`src/rtl/alu_pkg.sv`:
```
// Shared definitions for the ALU writeback slice: opcodes the stage
// classifies on, and the bit positions inside the {N,Z,C,V} status word.
package alu_pkg;

  localparam int OPCODE_W = 5;

  localparam logic [OPCODE_W-1:0] OP_CMP = 5'b00101;
  localparam logic [OPCODE_W-1:0] OP_DIV = 5'b01101;
  localparam logic [OPCODE_W-1:0] OP_MOD = 5'b01110;

  localparam int ST_N = 3;
  localparam int ST_Z = 2;
  localparam int ST_C = 1;
  localparam int ST_V = 0;

  // True for the two opcodes that can raise a divide fault.
  function automatic logic is_div_op(input logic [OPCODE_W-1:0] op);
    return (op == OP_DIV) || (op == OP_MOD);
  endfunction

endpackage

```
`src/rtl/alu_wb_fifo.sv`:
```
// Small synchronous FIFO with a registered head output. The head register
// is reset to zero and keeps its last value once the FIFO drains, so the
// consumer never sees stale or undefined slots on dout.
module alu_wb_fifo #(
  parameter int DW    = 19,
  parameter int DEPTH = 2
) (
  input  logic                       clk,
  input  logic                       rst,
  input  logic                       push,
  input  logic                       pop,
  input  logic [DW-1:0]              din,
  output logic [DW-1:0]              dout,
  output logic [$clog2(DEPTH):0]     count,
  output logic                       full,
  output logic                       empty
);

  localparam int PTR_W = $clog2(DEPTH);
  localparam int CNT_W = PTR_W + 1;

  logic [DW-1:0]    mem [DEPTH];
  logic [PTR_W-1:0] wr_ptr;
  logic [PTR_W-1:0] rd_ptr;
  logic [PTR_W-1:0] rd_ptr_nxt;
  logic             do_push;
  logic             do_pop;

  assign full       = (count == CNT_W'(DEPTH));
  assign empty      = (count == '0);
  assign do_push    = push && !full;
  assign do_pop     = pop && !empty;
  assign rd_ptr_nxt = rd_ptr + PTR_W'(1);

  // Storage array: written on push only.
  // NOTE: the data array carries no reset; occupancy is tracked by count and
  // the pointers, so unreset slots are never observed and stay plain RAM.
  always_ff @(posedge clk) begin
    if (do_push) mem[wr_ptr] <= din;
  end

  // Pointers, occupancy and head register; pointers wrap naturally at DEPTH.
  // NOTE: every sequential update uses <= so all registers see pre-edge values.
  always_ff @(posedge clk) begin
    if (rst) begin
      wr_ptr <= '0;
      rd_ptr <= '0;
      count  <= '0;
      dout   <= '0;
    end else begin
      if (do_push) wr_ptr <= wr_ptr + PTR_W'(1);
      if (do_pop)  rd_ptr <= rd_ptr_nxt;
      if (do_push && !do_pop)      count <= count + CNT_W'(1);
      else if (do_pop && !do_push) count <= count - CNT_W'(1);

      // Head update: next older entry after a pop, or the incoming word when
      // it becomes the new head; otherwise hold (including when drained).
      if (do_pop && count > CNT_W'(1)) dout <= mem[rd_ptr_nxt];
      else if (do_push && (empty || (do_pop && count == CNT_W'(1)))) dout <= din;
    end
  end

endmodule

```
`src/rtl/alu_writeback_stage.sv`:
```
// Registered stage after the ALU: classifies accepted results, queues
// register-file writebacks, holds the {N,Z,C,V} status register, tracks a
// sticky divide fault and counts retired operations.
module alu_writeback_stage
  import alu_pkg::*;
#(
  parameter int WIDTH      = 16,
  parameter int REG_ADDR_W = 3,
  parameter int DEPTH      = 2
) (
  input  logic                  clk,
  input  logic                  rst,
  input  logic                  in_valid,
  output logic                  in_ready,
  input  logic [4:0]            in_opcode,
  input  logic [REG_ADDR_W-1:0] in_dest,
  input  logic                  in_set_flags,
  input  logic [WIDTH-1:0]      in_r,
  input  logic                  in_negative,
  input  logic                  in_zero,
  input  logic                  in_cout,
  input  logic                  in_overflow,
  input  logic                  in_div_invalid,
  output logic                  wb_valid,
  input  logic                  wb_ready,
  output logic [REG_ADDR_W-1:0] wb_addr,
  output logic [WIDTH-1:0]      wb_data,
  output logic [3:0]            status,
  output logic                  div_fault,
  output logic                  div_fault_pulse,
  input  logic                  fault_clear,
  output logic [15:0]           retire_count
);

  localparam int DW    = REG_ADDR_W + WIDTH;
  localparam int CNT_W = $clog2(DEPTH) + 1;

  logic             accept;
  logic             is_cmp;
  logic             fault;
  logic             push;
  logic             pop;
  logic             flag_upd;
  logic [DW-1:0]    fifo_dout;
  logic [CNT_W-1:0] fifo_count;
  logic             fifo_full;
  logic             fifo_empty;

  // Ready is a function of registered occupancy only; wb_ready never reaches it.
  assign in_ready = (fifo_count < CNT_W'(DEPTH));
  assign accept   = in_valid && in_ready;
  assign is_cmp   = (in_opcode == OP_CMP);
  assign fault    = is_div_op(in_opcode) && in_div_invalid;
  assign push     = accept && !is_cmp && !fault;
  assign flag_upd = accept && in_set_flags && !fault;

  assign wb_valid = !fifo_empty;
  assign pop      = wb_valid && wb_ready;
  assign {wb_addr, wb_data} = fifo_dout;

  alu_wb_fifo #(
    .DW    (DW),
    .DEPTH (DEPTH)
  ) u_fifo (
    .clk   (clk),
    .rst   (rst),
    .push  (push),
    .pop   (pop),
    .din   ({in_dest, in_r}),
    .dout  (fifo_dout),
    .count (fifo_count),
    .full  (fifo_full),
    .empty (fifo_empty)
  );

  // Status register, sticky fault with set-over-clear priority, retire counter.
  always_ff @(posedge clk) begin
    if (rst) begin
      status          <= '0;
      div_fault       <= 1'b0;
      div_fault_pulse <= 1'b0;
      retire_count    <= '0;
    end else begin
      if (flag_upd) begin
        status[ST_N] <= in_negative;
        status[ST_Z] <= in_zero;
        status[ST_C] <= in_cout;
        status[ST_V] <= in_overflow;
      end
      div_fault_pulse <= accept && fault;
      if (accept && fault)  div_fault <= 1'b1;
      else if (fault_clear) div_fault <= 1'b0;
      if (accept) retire_count <= retire_count + 16'd1;
    end
  end

  // Consistency guard between the FIFO's full flag and its occupancy.
  always_ff @(posedge clk) begin
    if (!rst) assert (fifo_full == (fifo_count == CNT_W'(DEPTH)));
  end

endmodule

```
`config.mk`:
```
export PLATFORM = sky130hd
export DESIGN_NAME = alu_writeback_stage
export DESIGN_NICKNAME = d
export VERILOG_FILES = /design/src/rtl/alu_pkg.sv /design/src/rtl/alu_wb_fifo.sv /design/src/rtl/alu_writeback_stage.sv
export SDC_FILE = /design/constraint.sdc
export NUM_CORES = 1
export LEC_CHECK = 0
export CAP_MARGIN = 20
export CORE_ASPECT_RATIO = 0.5
export CORE_UTILIZATION = 35
export DETAILED_ROUTE_END_ITERATION = 10
export RECOVER_POWER = 50
export SYNTH_ARGS = -nofsm -noshare
export SYNTH_HDL_FRONTEND = slang
export SYNTH_SLANG_ARGS = --single-unit
```
`constraint.sdc`:
```
create_clock -name clk -period 2.4 [get_ports clk]
set_clock_uncertainty 0.05 [all_clocks]
set_input_delay 0.48 -clock clk [delete_from_list [all_inputs] [get_ports clk]]
set_output_delay 0.48 -clock clk [all_outputs]
set_load 0.05 [all_outputs]
```
# [After elaboration in Yosys (flattened, before gate mapping)]
# Memory sizes are Yosys's and may differ from the RTL's.
# Cells that the tools add are included.
# Widths: inputs -> output; s select.
[classes] n_reduce_logical=27 n_div=0 n_shift=0 bitwise=0 multipliers=0 n_lt_le_gt_ge=2 eq_ne=5 muxes=8 addsub=5
[op_table] operator="$mux 19" n=2
[op_table] operator="$add 16x1->16 const B" n=1
[op_table] operator="$logic_and 1x1->1" n=15
[op_table] operator="$eq 5x4->1 const B" n=2
[op_table] operator="$logic_not 1->1" n=6
[op_table] operator="$reduce_bool 2->1" n=3
[op_table] operator="$eq 5x3->1 const B" n=1
[op_table] operator="$mux 1" n=4
[op_table] operator="$mux 2" n=2
[op_table] operator="$add 1x1->1 const B" n=2
[op_table] operator="$add 2x1->2 const B" n=1
[op_table] operator="$eq 2x1->1 const B" n=1
[op_table] operator="$eq 2x2->1 const B" n=1
[op_table] operator="$gt 2x1->1 const B" n=1
[op_table] operator="$logic_not 2->1" n=1
[op_table] operator="$logic_or 1x1->1" n=2
[op_table] operator="$lt 2x2->1 const B" n=1
[op_table] operator="$sub 2x1->2 const B" n=1
[totals] regBits=45 ram_bits=38 latchBits=0 output_inout_bits=43 n_memories=1 inputBits=35 rom_bits=0
[memory_table] memory="u_fifo.mem" depth=2 width=19 read_ports=1 rd_ports_with_merged_regs=0 wr=1 line="alu_wb_fifo.sv:22" rtl="logic [DW-1:0] mem [DEPTH];"

# [Depth between registers and ports, before layout]
# Gate-level depths: netlist (run 1).
[logic_depth] ltp_word=10 ltp_mapped=9 depth_no_buf=9

# [Hierarchy]
# Synthesis (run 1) repeated with hierarchy kept, for this count alone.
[unflattened] hier_cells=305 area_unflattened_um2=3540.9
[modules_own_cells] mod="alu_wb_fifo" n_inst=1 cells_per_inst=194 seq_area_each_um2=1601.5 area_each_um2=2536.2
[modules_own_cells] mod="alu_writeback_stage" n_inst=1 cells_per_inst=111 seq_area_each_um2=440.4 area_each_um2=1004.7

# [Worst setup path before layout (run 1)]
# No wires, ideal clock.
[synth_path] path_type="input port to flip-flop" from="in in_valid" to="mem u_fifo.mem[0][0], enable pin" arrival_ns=1.813 t_required_ns=1.976 setup_slack_ns=0.163 setup_ns=0.374 path_stages=5 path_cell_list="nor2b_4 > buf_6 > o21ai_2 > or4_2 > inv_1"
[synth_via] elab_chain_len=6
[synth_lines] element="from (decl)" line="alu_writeback_stage.sv:13" rtl="input logic in_valid,"
[synth_lines] element="$logic_and 1x1->1" line="alu_writeback_stage.sv:51" rtl="assign accept = in_valid && in_ready;"
[synth_lines] element="$logic_and 1x1->1 (2 in a row)" line="alu_writeback_stage.sv:54" rtl="assign push = accept && !is_cmp && !fault;"
[synth_lines] element="$logic_and 1x1->1" line="alu_wb_fifo.sv:31" rtl="assign do_push = push && !full;"
[synth_lines] element="$mux 1" line="alu_wb_fifo.sv:39" rtl="if (do_push) mem[wr_ptr] <= din;"
[synth_lines] element="$mux 1 (not written as such)" line="alu_wb_fifo.sv:39"
[synth_lines] element="to (decl)" line="alu_wb_fifo.sv:22"
# Every way passes these cells.

# [Final worst setup path (run 1)]
[layout_path] from="in in_valid" to="mem u_fifo.mem[0][4], enable pin"
# Same word-level chain as after synthesis.

==> results of run 1 <==
-- cells in the mapped netlist (all sizes together), types with 2 or more instances --
master | number | area, µm²
dfxtp | 45 | 901
nand3 | 4 | 20.0
nand2b | 20 | 125
xor2 | 4 | 35.0
a211o | 19 | 166
edfxtp | 38 | 1140
mux2i | 43 | 430
xnor2 | 10 | 95.1
nand4 | 3 | 18.8
nor2b | 2 | 20.0
nor2 | 43 | 161
o21ai | 3 | 18.8
nand2 | 6 | 22.5
ha | 5 | 62.6
a21oi | 7 | 35.0
inv | 8 | 30.0
buf | 7 | 62.6
nor3 | 5 | 25.0
or3 | 2 | 12.5
nand4b | 2 | 17.5
nor4 | 4 | 31.3
clkbuf | 10 | 37.5
-- state kept, by name, indices dropped and copies added (netlist names) --
signal / flops
u_fifo.mem: 38
u_fifo.dout: 19
retire_count: 16
status: 4
u_fifo.count: 2
div_fault: 1
div_fault_pulse: 1
u_fifo.rd_ptr: 1
u_fifo.wr_ptr: 1
-- cell families (layout without fill, tap and decap cells) --
kind of cell	count (synthesis)	count (layout)	synth area share [%]
xor+xnor	14	14	3.63
fa+ha+maj	5	5	1.75
flops	83	83	57.0
simple gates	98	98	14.4
mux	44	44	12.3
compound gates	34	34	7.33
buf+inv	25	117	3.63
-- metal layers --
layer / part of all wire [%] / vias to the layer above
met5: 0 / -
met1: 44 / 1223
li1: - / 1254
met3: 5.3 / 5
met2: 50 / 53
met4: 0.61 / 0
-- report_power, final --
group          leakage, µW  total, µW  switching, µW  internal [µW]
clock network     0.000132       1220            528            691
registers         0.000719       1870            126           1740
logic             0.000973       1430            869            564
-- final timing paths --
kind | from | endpoint | slack (ns) | depth (start not counted)
setup / recovery | in_valid | u_fifo.mem[0][4] | 0.14 | 6
hold / removal | u_fifo.dout[10] | u_fifo.dout[10] | 0.42 | 2
setup reg to reg | u_fifo.count[0] | u_fifo.mem[0][4] | 0.38 | 5
hold reg to reg | u_fifo.dout[10] | u_fifo.dout[10] | 0.42 | 2
-- final cells by class --
cell class | instances | area (µm²)
Clock buffer | 10 | 229
Multi-Input combinational cell | 195 | 1400
Tap cell | 135 | 169
Fill cell | 876 | 4890
Timing Repair Buffer | 93 | 902
Inverter | 8 | 30.0
Sequential cell | 83 | 2040
Clock inverter | 6 | 32.5
-- tightest hold or removal path: cells and delay by family, from the launching register on --
family / cells / cell delay [ns]
simple gates: 1 / 0.06
flops: 1 / 0.31
mux: 1 / 0.06
-- through the flow --
step | util, % | TNS [ns] | total power (µW)
3_5_place_dp | 47.3 | -2.26 | 3390
6_report | 49.5 | 0 | 4520
2_1_floorplan | - | 0 | 2900
5_1_grt | 49.5 | 0 | 4740
4_1_cts | 50.0 | 0 | 4620
3_3_place_gp | 47.3 | -1.72 | 3350
==> metrics.md, run 1 <==
| Metric | Value |
|---|---|
| CTS Hold Bufs | `0` |
| Detail-routed via count per cell | `4.78` |
| M3 GR Usage | `5.22%` |
| Max stage delay on crit path | `0.63 ns` |
| Half-perimeter wire length after placement | `5.29 mm` |
| Fin. max-slew vios | `0` |
| Core box area | `9700 µm²` |
| GR Util All Layers | `14.9%` |
| Register area share after synthesis | `57.0%` |
| Final non-filler cell total | `530` |
| Hold Path Class | `flip-flop to flip-flop` |
| Row cnt | `25` |
| CTS buffer count | `9` |
| FMAX | `442 MHz` |
| Most common cell after layout, fill and taps aside | `dfxtp_1` |
| Worst-Margin Slew | `0.592 ns` |
| Pre-antenna DRT Iters | `4` |
| Fin. Hold Viols | `0` |
| WP data required | `2.38 ns` |
| First-pass GRT wire length | `12.2 mm` |
| Crit start category | `input port` |
| Post-place setup slack | `-0.120 ns` |
| Leak | `0.00182 µW` |
| Gates resized, CTS repair | `0` |
| Max Root-Sink Buffers | `2` |
| Max_slew headroom | `60.5%` |
| Iteration-0 DRC Markers | `110` |
| Die height | `73.6 µm` |
| Avg Inst Size Synth | `11.8 µm²` |
| Depth of the CTS H-tree | `3` |
| Clock sink count | `83` |
| Commonest non-fill, non-tap cells in the layout | `dfxtp_1 (45), clkdlybuf4s50_1 (44), nor2_1 (43), mux2i_1 (43), edfxtp_1 (38)` |
| Synth cell types | `41` |
| Crit path max-delay cell type | `or4_2` |
| I/O Buffers | `77` |
| M1 GR Usage | `17.1%` |
| Post-Syn Area | `3580 µm²` |
| Syn Nets | `343` |
| Largest fanout on the critical path | `19` |
| DIE AREA | `10700 µm²` |
| Antenna cells | `0` |
| Cells after synthesis | `303` |
| Yosys reg bits | `83` |
| Prevailing post-synth register cell | `dfxtp_1` |
| Drt total wl | `7.55 mm` |
| Met2 Use GR | `26.7%` |
| Max-cap viol count | `0` |
| Clock Pin Slew Worst Setup and Hold Paths | `0.06 ns` |
| Most used routing layer | `met2` |
| # IOs | `78` |
| Die Wd | `145 µm` |
| Critical path cell sequence | `dlygate4sd3_1 -> nor2b_1 -> o21ai_0 -> or4_2 -> inv_1 -> buf_12` |
| Final nets | `430` |
| CP delay by family, top | `buffers and inverters` |
| Vias in the first global route | `2564` |
| PwrDens | `940 nW/µm²` |
| Placed cells | `514` |
| Area after DPL | `4590 µm²` |
| Yosys Warn Count | `0` |
| Layout cells sized above 1 | `8.86%` |
| Mean routed wirelength per cell | `14.3 µm` |
| CTS tree | `done` |
| Crit path DAT | `2.24 ns` |
| Number of synthesized flops with an enable pin | `38` |
| Post-route setup slack | `0.140 ns` |
| Antenna violations before repair | `0` |
| Final GP Congestion | `0.725` |
| Pin count of the biggest net entering global routing | `39` |
| Post-route ant nets | `0` |
| Detailed-route DRC error count | `0` |
| Design area | `4800 µm²` |
| Post-CTS setup buffer count | `0` |
| Clock Latency Late Sink | `0.32 ns` |
| Final setup vio count | `0` |
| Outcome | `finished, final reports clean` |
| Area grow syn2layout | `34.1%` |
| CTS Root Cell | `clkbuf_16` |
| Final min period | `2.26 ns` |
| Fraction of registers with async set/reset | `0%` |
| Worst Setup Path Type | `input port to flip-flop` |
| Nature of the critical path endpoint | `flip-flop` |
| CP bufs+invs | `3` |
| Total gr overflow | `0` |
| Starting density of the core | `37.0%` |
| Maximum VDD drop | `0.000435 V` |
| Hold_ws | `0.421 ns` |
| Period utilisation layout | `94.2%` |
| Via count | `2535` |
| RSZ-0062 raised after global routing | `false` |
No activity file was read; power rests on OpenSTA's default activity.
==> inputs of run 2 (changes only) <==
Settings changed: REMOVE_ABC_BUFFERS set to 1.
==> run 2 against run 1 <==
Register-to-register slack worse by 0.04 ns. Sequential power about the same. First-iteration DRC count down 22%. Maximum frequency up 0.51%. Clock-buffer cell count down 1. Wire length down 3.6%. Non-clock buffer count up 1. Critical path type is now flip-flop to primary output. Critical endpoint is now in_ready. Largest cell class unchanged. Largest power group unchanged. Highest routed layer unchanged.
==> metrics.md, run 2 (synthesis results as in run 1) <==
| Metric | Value |
|---|---|
| Crit start category | `flip-flop` |
| Die Wd | `145 µm (unchanged)` |
| Layout cells sized above 1 | `9.34% (+0.48 points)` |
| Max-cap viol count | `0 (unchanged)` |
| First-pass GRT wire length | `12.0 mm (-1.7%)` |
| Fin. max-slew vios | `0 (unchanged)` |
| Half-perimeter wire length after placement | `5.00 mm (-5.3%)` |
| CTS Root Cell | `clkbuf_16` |
| Hold Path Stages | `2 (unchanged)` |
| Crit path DAT | `1.72 ns (-0.52 ns)` |
| CP bufs+invs | `2 (-1)` |
| Area after DPL | `4590 µm² (+0.16%)` |
| Nature of the critical path endpoint | `primary output` |
| Critical path cell sequence | `inv_1 -> clkdlybuf4s50_1` |
| GR Util All Layers | `14.4% (-0.55 points)` |
| Final GP Congestion | `0.732 (+0.92%)` |
| Biggest register | `u_fifo.mem` |
| Period utilisation layout | `93.7% (-0.48 points)` |
| Mean routed wirelength per cell | `13.7 µm (-3.8%)` |
| DIE AREA | `10700 µm² (unchanged)` |
| Final setup vio count | `0 (unchanged)` |
| Detailed-route DRC error count | `0 (unchanged)` |
| Maximum VDD drop | `0.000445 V (+2.2%)` |
| Largest fanout on the critical path | `7 (-12)` |
| PwrDens | `957 nW/µm² (+1.8%)` |
| Antenna cells | `0 (unchanged)` |
| Cell count along the critical path | `2 (-4)` |
| Crit path max-delay cell type | `clkdlybuf4s50_1` |
| CP delay by family, top | `buffers and inverters` |
| CTS buffer count | `9 (unchanged)` |
| Clock Pin Slew Worst Setup and Hold Paths | `0.06 ns (about the same)` |
| Max_slew headroom | `64.8% (+4.3 points)` |
| Worst-Margin Slew | `0.526 ns (-0.0658 ns)` |
| Post-CTS setup buffer count | `0 (unchanged)` |
| Sequential share of power | `39.5% (-1.8 points)` |
| Worst Setup Path Type | `flip-flop to primary output` |
| Fin. Hold Viols | `0 (unchanged)` |
| WP data required | `1.87 ns (-0.51 ns)` |
| Commonest non-fill, non-tap cells in the layout | `dfxtp_1 (45), nor2_1 (43), mux2i_1 (43)` |
| Post-place setup slack | `-0.111 ns (+0.00818 ns)` |
| Depth of the CTS H-tree | `3 (unchanged)` |
| Clk pwr share | `29.1% (+2.1 points)` |
| Hold_ws | `0.393 ns (-0.0286 ns)` |
| Largest regs | `u_fifo.mem: 38 flops, u_fifo.dout: 19 flops, retire_count: 16 flops` |
| Internal | `3110 µW (+3.7%)` |
| Post-route setup slack | `0.152 ns (+0.0115 ns)` |
| Via count | `2522 (-0.51%)` |
| Pre-antenna DRT Iters | `4 (unchanged)` |
| Clock Latency Late Sink | `0.33 ns (about the same)` |
| Final min period | `2.25 ns (-0.0115 ns)` |
| Max Root-Sink Buffers | `2 (unchanged)` |
| Design area | `4860 µm² (+1.3%)` |
| Iteration-0 DRC Markers | `86 (-22%)` |
| RSZ-0062 raised after global routing | `false` |
| Area grow syn2layout | `35.8%` |
| CTS tree | `done` |
| Max reg flops | `38 (unchanged)` |
| Core box area | `9700 µm² (unchanged)` |
| Psw | `1550 µW (+1.7%)` |
| Outcome | `finished, final reports clean` |
| Gates resized, CTS repair | `0 (unchanged)` |
| Starting density of the core | `37.0% (unchanged)` |
| Reg2Reg Depth | `7 (+2)` |
| Antenna violations before repair | `0 (unchanged)` |
| Final nets | `431 (+0.23%)` |
| FMAX | `445 MHz (+0.51%)` |
| Clock sink count | `83 (unchanged)` |
| Most common cell after layout, fill and taps aside | `dfxtp_1` |
| Die height | `73.6 µm (unchanged)` |
| Drt total wl | `7.28 mm (-3.6%)` |
| Vias in the first global route | `2530 (-1.3%)` |
| Leak | `0.00188 µW (+3.0%)` |
| Row cnt | `25 (unchanged)` |
| Pin count of the biggest net entering global routing | `44 (+13%)` |
| Util after Layout | `50.2% (+0.62 points)` |
| Post-route ant nets | `0 (unchanged)` |
| Total gr overflow | `0 (unchanged)` |
| Hold Path Class | `input port to flip-flop` |
| CTS Hold Bufs | `0 (unchanged)` |
| I/O Buffers | `77 (unchanged)` |
| Max stage delay on crit path | `0.82 ns (+0.19 ns)` |
| Overall power | `4660 µW (+3.1%)` |
| # IOs | `78 (unchanged)` |
| Detail-routed via count per cell | `4.75 (-0.70%)` |
| Switching share of total power | `33.3% (-0.43 points)` |
| Power share of the combinational group | `31.4% (-0.3 points)` |
[run 2: cell types whose count changed in the layout (fill, tap and decap cells not counted), sizes merged]
cell and change:
inv +1, bufinv +1, clkbuf -3, clkdlybuf4s50 -9
buf +3, dlygate4sd3 +9, clkinv -1
[run 2: power groups by stage]
stage | clock, µW | sequential, µW | combinational, µW
detailed placement | 0 | 1880 | 1520
floorplan | 0 | 2280 | 555
CTS | 1400 | 1850 | 1520
finish | 1350 | 1840 | 1460
global placement | 0 | 1870 | 1490
global route | 1450 | 1870 | 1560
[run 2: metal layers]
layer | part of all wire [%] | wire [µm] | global-route usage (%)
met1 | 45 | 3260 | 15.9
met2 | 51 | 3700 | 27.1
met3 | 3.9 | 284 | 4.10
met4 | 0.54 | 39 | 4.91
met5 | 0 | 0 | 0
[run 2: final timing paths]
path / endpoint / slack, ns / startpoint
min: retire_count[11] / 0.39 / rst
max reg2reg: u_fifo.dout[8] / 0.34 / u_fifo.count[1]
min reg2reg: div_fault / 0.40 / div_fault
max: in_ready / 0.15 / u_fifo.count[1]
[run 2: cell type report]
| type | count | area [µm²] |
|---|---|---|
| fillers | 883 | 4830 |
| clock inverters | 7 | 67.6 |
| clock buffers | 9 | 225 |
| multi-input cells | 195 | 1410 |
| well taps | 135 | 169 |
| flip-flops and latches | 83 | 2040 |
| repair buffers | 94 | 926 |
| inverters | 8 | 30.0 |
[run 2: metrics by stage]
step,cells,setup TNS [ns]
floorplan,286,-4.31
global placement,515,-2.05
detailed placement,515,-2.12
CTS,531,0
global route,531,0
finish,531,0
